### src/rtl/riscv_cpu_pkg.sv
// Shared types and constants for the RISC-V core.
// Holds the instruction cache FSM states and the fetch-block geometry.
package riscv_cpu_pkg;

  typedef enum logic [1:0] {
    IDLE,
    MEM_REQ,
    FILL
  } icache_state_t;

  localparam logic [31:0] NOP_INSTR    = 32'h0000_0013;
  localparam int          BLOCK_W      = 128;
  localparam int          WORD_SEL_LSB = 2;
  localparam int          OFFSET_W     = 4;

  function automatic logic [31:0] block_word(
    input logic [BLOCK_W-1:0] blk,
    input logic [1:0]         sel
  );
    return blk[32*sel +: 32];
  endfunction

endpackage

### src/rtl/icache_line_array.sv
// Valid/tag/data storage for the direct-mapped instruction cache.
// One combinational read port, one synchronous write port.
module icache_line_array
  import riscv_cpu_pkg::*;
#(
  parameter int NUM_BLOCKS = 8,
  parameter int IDX_W      = 3,
  parameter int TAG_W      = 25
) (
  input  logic               CLK,
  input  logic               RESET,
  input  logic [IDX_W-1:0]   i_rd_idx,
  output logic               o_rd_valid,
  output logic [TAG_W-1:0]   o_rd_tag,
  output logic [BLOCK_W-1:0] o_rd_block,
  input  logic               i_wr_en,
  input  logic [IDX_W-1:0]   i_wr_idx,
  input  logic [TAG_W-1:0]   i_wr_tag,
  input  logic [BLOCK_W-1:0] i_wr_block
);

  logic [NUM_BLOCKS-1:0] r_valid;
  logic [TAG_W-1:0]      r_tag  [NUM_BLOCKS];
  logic [BLOCK_W-1:0]    r_data [NUM_BLOCKS];

  always_ff @(posedge CLK) begin
    if (!RESET) begin
      r_valid <= '0;
    end else if (i_wr_en) begin
      r_valid[i_wr_idx] <= 1'b1;
    end
  end

  // Tag/data need no reset: a line is only read through its valid bit.
  always_ff @(posedge CLK) begin
    if (i_wr_en) begin
      r_tag[i_wr_idx]  <= i_wr_tag;
      r_data[i_wr_idx] <= i_wr_block;
    end
  end

  assign o_rd_valid = r_valid[i_rd_idx];
  assign o_rd_tag   = r_tag[i_rd_idx];
  assign o_rd_block = r_data[i_rd_idx];

endmodule

### src/rtl/instruction_cache.sv
// Direct-mapped read-only instruction cache feeding the IF/ID register.
// Zero-latency hits; misses refill one 128-bit block from memory.
module instruction_cache
  import riscv_cpu_pkg::*;
#(
  parameter int NUM_BLOCKS = 8
) (
  input  logic               CLK,
  input  logic               RESET,
  input  logic [31:0]        ADDRESS,
  input  logic               READ,
  output logic [31:0]        INSTRUCTION,
  output logic               BUSY_WAIT,
  output logic               MEM_READ,
  output logic [27:0]        MEM_ADDRESS,
  input  logic [BLOCK_W-1:0] MEM_READDATA,
  input  logic               MEM_BUSYWAIT
);

  localparam int IDX_W   = $clog2(NUM_BLOCKS);
  localparam int MADDR_W = 32 - OFFSET_W;
  localparam int TAG_W   = MADDR_W - IDX_W;

  icache_state_t r_state;
  icache_state_t w_next;

  logic [MADDR_W-1:0] r_miss_addr;
  logic               w_latch;
  logic               w_we;

  logic [IDX_W-1:0]   w_idx;
  logic [TAG_W-1:0]   w_tag;
  logic [1:0]         w_word;
  logic               w_valid;
  logic [TAG_W-1:0]   w_rd_tag;
  logic [BLOCK_W-1:0] w_rd_block;
  logic               w_hit;
  logic               w_unused;

  assign w_idx    = ADDRESS[OFFSET_W +: IDX_W];
  assign w_tag    = ADDRESS[31 -: TAG_W];
  assign w_word   = ADDRESS[WORD_SEL_LSB +: 2];
  assign w_unused = ^ADDRESS[1:0];

  icache_line_array #(
    .NUM_BLOCKS (NUM_BLOCKS),
    .IDX_W      (IDX_W),
    .TAG_W      (TAG_W)
  ) u_lines (
    .CLK        (CLK),
    .RESET      (RESET),
    .i_rd_idx   (w_idx),
    .o_rd_valid (w_valid),
    .o_rd_tag   (w_rd_tag),
    .o_rd_block (w_rd_block),
    .i_wr_en    (w_we),
    .i_wr_idx   (r_miss_addr[IDX_W-1:0]),
    .i_wr_tag   (r_miss_addr[MADDR_W-1 -: TAG_W]),
    .i_wr_block (MEM_READDATA)
  );

  assign w_hit = READ & w_valid & (w_rd_tag == w_tag);

  always_ff @(posedge CLK) begin
    if (!RESET) begin
      r_state     <= IDLE;
      r_miss_addr <= '0;
    end else begin
      r_state <= w_next;
      if (w_latch) begin
        r_miss_addr <= ADDRESS[31:OFFSET_W];
      end
    end
  end

  always_comb begin
    w_next      = r_state;
    w_latch     = 1'b0;
    w_we        = 1'b0;
    BUSY_WAIT   = 1'b0;
    MEM_READ    = 1'b0;
    MEM_ADDRESS = '0;
    INSTRUCTION = NOP_INSTR;
    if (RESET) begin
      MEM_ADDRESS = r_miss_addr;
      unique case (r_state)
        IDLE: begin
          if (w_hit) begin
            INSTRUCTION = block_word(w_rd_block, w_word);
          end else if (READ) begin
            BUSY_WAIT = 1'b1;
            w_latch   = 1'b1;
            w_next    = MEM_REQ;
          end
        end
        MEM_REQ: begin
          BUSY_WAIT = 1'b1;
          MEM_READ  = 1'b1;
          if (!MEM_BUSYWAIT) begin
            w_we   = 1'b1;
            w_next = FILL;
          end
        end
        FILL: begin
          BUSY_WAIT = 1'b1;
          w_next    = IDLE;
        end
        default: w_next = IDLE;
      endcase
    end
  end

endmodule

### config.mk
export PLATFORM = sky130hd
export DESIGN_NAME = instruction_cache
export DESIGN_NICKNAME = d
export VERILOG_FILES = /design/src/rtl/riscv_cpu_pkg.sv /design/src/rtl/icache_line_array.sv /design/src/rtl/instruction_cache.sv
export SDC_FILE = /design/constraint.sdc
export NUM_CORES = 1
export LEC_CHECK = 0
export ABC_CLOCK_PERIOD_IN_PS = 19700
export CAP_MARGIN = 25
export CORE_MARGIN = 1
export CORE_UTILIZATION = 46
export CTS_BUF_LIST = sky130_fd_sc_hd__clkbuf_4 sky130_fd_sc_hd__clkbuf_8 sky130_fd_sc_hd__clkbuf_16
export CTS_CLUSTER_DIAMETER = 50
export DETAILED_ROUTE_END_ITERATION = 7
export PLACE_DENSITY = 0.72
export SYNTH_ARGS = -nofsm -noshare
export SYNTH_HDL_FRONTEND = slang
export SYNTH_SLANG_ARGS = --single-unit
export TNS_END_PERCENT = 1
### constraint.sdc
create_clock -name CLK -period 19.7 [get_ports CLK]
set_clock_uncertainty 0.1 [all_clocks]
set_input_delay 3.94 -clock CLK [delete_from_list [all_inputs] [get_ports CLK]]
set_output_delay 3.94 -clock CLK [all_outputs]
set_load 0.01 [all_outputs]
==> flow_summary.toml <==
[timing]
achievable-frequency_mhz = 79.8
relative_slew_slack_pct = 28.9
timing_worst_slew_pin_value_ns = 1.07
setup_total_negative_slack_ns = 0
finalCriticalPeriod_ns = 12.54
final-hold-violation-count = 0
setup_violations = 0
setup_repair_after_global_routing_missed_its_margin = "no"
final_min_period_over_clock_period_pct = 63.6
maxSlewViolCount = 0

[drt]
drtAntennaViolNets = 0
wirelength_microns = 104000
num_vias = 21900
drt-pass1-iter-count = 5
routed_len_inst_microns = 27.3
drcViolationCount = 0
number_of_drc_violations_after_detailed_routing_iteration_0 = 2132
avgViaCountPerCell = 5.76

[clock_network]
cts_buffers = 131
clockBufferDepth = 3
clkTransAtPathRegs_ns = 0.06
clock-sinks = 1262
ctsHtreeMaxLevel = 4
worst_skew_pair.late_latency_ns = 0.71
cts_tree = "built"
postCtsSetupRepairBufs = 0
clock-root-buffer = "clkbuf_16"
cts-resized-gates = 0
quantity_of_hold_fixing_buffers_added_after_cts = 0

[yosys]
dominantRegCellSynth = "edfxtp_1"
synth_warn = 0
yosysTopAreaCellShare_pct = 76.0
synth_enable_flop_cells = 1224
synth.area.top_cells = "edfxtp_1, mux4_2, mux2i_1"
most_frequent_cell_after_synthesis = "edfxtp_1"
synth.mux.area_fraction_pct = 18.9
library_cell_occupying_the_most_area_in_the_post_synthesis_netlist = "edfxtp_1"
fraction_of_the_mapped_netlist_area_in_compound_gates_pct = 0.668
synth_xor_area_share_pct = 0.417
post_synth_and_or_nand_nor_area_fraction_pct = 1.18
synth_cells = 2020
synth.ff_latch_count = 1262
synth_top_family_by_area = "multiplexers"
portion_of_the_post_synthesis_area_used_by_sequential_elements_pct = 77.6
synthesis.nets = 2189
synth.top_cells.by_count = "edfxtp_1, mux4_2, mux2i_1, clkbuf_1, nor2_1"
syn-mean-instance-area_sq_um = 23.9
synth_adder_area_share_pct = 0.129
synthDistinctLibCells = 47
synthArstFlopShare_pct = 0
syn-cell-area_sq_mm = 0.0484

[place]
post-place-cells = 3560
place_congestion = 0.744
hpwl_microns = 56800
port_buffers = 223

[finish]
share_of_final_layout_standard_cells_stronger_than_drive_strength_1_pct = 26.8
layout-area-overhead-vs-synth_pct = 17.3
finalNonFillerCells = 3797
final_net_count = 2486
final_core_util_pct = 54.6

[global_routing]
grtUsageTotal_pct = 19.7
overflow = 0
grt_first_pass_wirelength_microns = 152000
largest_net_degree_at_the_start_of_global_routing = 117
grt_pass1_vias = 23200
antenna_found_initial = 19

[critical_path]
critical_path_arrival_ns = 8.50
critPathLaunchType = "input pin"
crit_path_max_fo = 97
worst_setup_path_startpoint = "ADDRESS[5]"
slowest_delay_ns = 0.87
worst-setup-path-type = "in2out"
worst-path-buf-inv = 4
critical_path.top_delay_family = "buffers and inverters"
cp.required_ns = 15.66
endpoint_kind = "output pin"
rr_startpoint = "r_state[1]"
crit_path_cell_trace = "buf_8 -> buf_4 -> buf_4 -> mux4_2 -> mux4_2 -> mux2i_1 -> nor2_1 -> clkdlybuf4s50_1"
timing.critical_path.slowest_stage_cell = "buf_4"

[floorplan]
floorplan.rows = 118
die_height_microns = 326
dieArea_sq_mm = 0.106
die_width_microns = 326
placeableCoreArea_sq_mm = 0.104
initial_core_util_pct = 46.6
ios = 226

[power_and_ir_drop]
peakVddDrop_v = 0.0000770
netSwitchingFraction_pct = 20.6
power.sequential.fraction_pct = 52.1
power.net_switching_w = 0.00121
power.density_mw_per_mm2 = 104
power_report.internal_total_w = 0.00468
power.clock.fraction_pct = 41.9
power.static_leakage_nw = 18.1
p_comb_share_pct = 6.1

[hold_path]
min-delay-path-class = "reg2reg"
min-delay-start = "u_lines.r_valid[4]"

[flow_run]
drv.max_cap_violation_count = 0

[run_status]
status = "finished clean"
## area by class of cell
class                           instances  area (sq um)
Tap cell                             1380          1730
Sequential cell                      1262         37500
Timing Repair Buffer                  268          2710
Inverter                                4          15.0
Clock buffer                          166          3680
Antenna cell                            2          5.00
Clock inverter                         65           703
Multi-Input combinational cell        650         10400
Fill cell                            7546         47100
## power groups by stage
| stage | combinational, W | sequential, W | clock (W) |
|---|---|---|---|
| 6_report | 0.000359 | 0.00307 | 0.00246 |
| 3_5_place_dp | 0.000362 | 0.00312 | 0 |
| 4_1_cts | 0.000364 | 0.00307 | 0.00251 |
| 3_3_place_gp | 0.000352 | 0.00311 | 0 |
| 2_1_floorplan | 0.000215 | 0.00312 | 0 |
| 5_1_grt | 0.000384 | 0.00307 | 0.00261 |
## cells in the final DEF, fill, tap and decap left out, types with 3 or more instances in the layout
| master | netlist | final |
|---|---|---|
| xor2_1 | 17 | 17 |
| clkbuf_8 | 0 | 3 |
| dfxtp_1 | 38 | 38 |
| a22o_1 | 4 | 4 |
| a221oi_1 | 5 | 5 |
| clkbuf_16 | 0 | 138 |
| clkinv_8 | 0 | 5 |
| inv_1 | 4 | 4 |
| clkdlybuf4s50_1 | 0 | 218 |
| ha_1 | 5 | 5 |
| xnor2_1 | 6 | 6 |
| mux2i_1 | 90 | 90 |
| nor2_4 | 0 | 6 |
| and2_1 | 29 | 29 |
| a211o_1 | 3 | 3 |
| nor2b_1 | 6 | 6 |
| clkinvlp_4 | 0 | 3 |
| clkinv_1 | 0 | 20 |
| mux4_2 | 345 | 345 |
| o21a_1 | 8 | 8 |
| bufinv_16 | 0 | 11 |
| nand2b_1 | 3 | 3 |
| nor3_2 | 1 | 3 |
| clkinv_2 | 0 | 14 |
| nor2_1 | 39 | 33 |
| nand2_1 | 13 | 13 |
| nand4_1 | 7 | 7 |
| edfxtp_1 | 1224 | 1224 |
| clkbuf_4 | 0 | 26 |
| a22oi_1 | 11 | 11 |
| inv_8 | 0 | 3 |
| inv_6 | 0 | 6 |
| mux2_4 | 20 | 20 |
| mux2_2 | 12 | 12 |
| buf_16 | 0 | 5 |
| buf_4 | 4 | 38 |
## worst paths after layout
check / end / slack [ns] / cells after the start
hold / removal: u_lines.r_valid[4] / 0.37 / 1
hold reg to reg: u_lines.r_valid[4] / 0.37 / 1
setup reg to reg: u_lines.r_data[6][69] / 15.26 / 8
setup / recovery: INSTRUCTION[9] / 7.16 / 8
## sequential cells by signal, indices dropped and copies added (netlist names)
register,cells
u_lines.r_data,1024
u_lines.r_tag,200
r_miss_addr,28
u_lines.r_valid,8
r_state,2
## cells by family (layout without fill, tap and decap cells)
group,after synthesis,after routing
flip-flops,1262,1262
multiplexers,469,469
AND/OR/NAND/NOR,111,111
buffers and inverters,108,503
AO/OA/AOI/OAI,42,42
XOR/XNOR,23,23
adder cells (fa/ha/maj),5,5
other,0,2
## routing by layer
metal  up-vias  wire length, microns  GRT usage (%)
li1       9245                     -              -
met5         -                   223              0
met2       796                 52300           32.7
met3       152                  7650           4.88
met1     11600                 41300           25.8
met4        34                  2200           5.97
## through the flow
step	hold slack (ns)	power [W]	setup WS (ns)	area, sq um
after floorplan	0.335	0.00334	4.01	48400
after global placement	0.341	0.00346	7.20	52200
after detailed placement	0.354	0.00348	7.16	52200
after CTS	0.369	0.00594	7.17	56600
after global routing	0.384	0.00607	6.89	56700
final	0.365	0.00589	7.16	56700
## worst reg2reg max path, cell delays in order, from the launching register on
cell     delay (ns)
dfxtp_1        0.34
inv_1          0.13
ha_1           0.19
nand2_1        0.08
or3_1          0.49
nor2_4         0.13
buf_4          0.71
buf_4          0.93
buf_4          0.92
No activity file was read; power rests on OpenSTA's default activity.
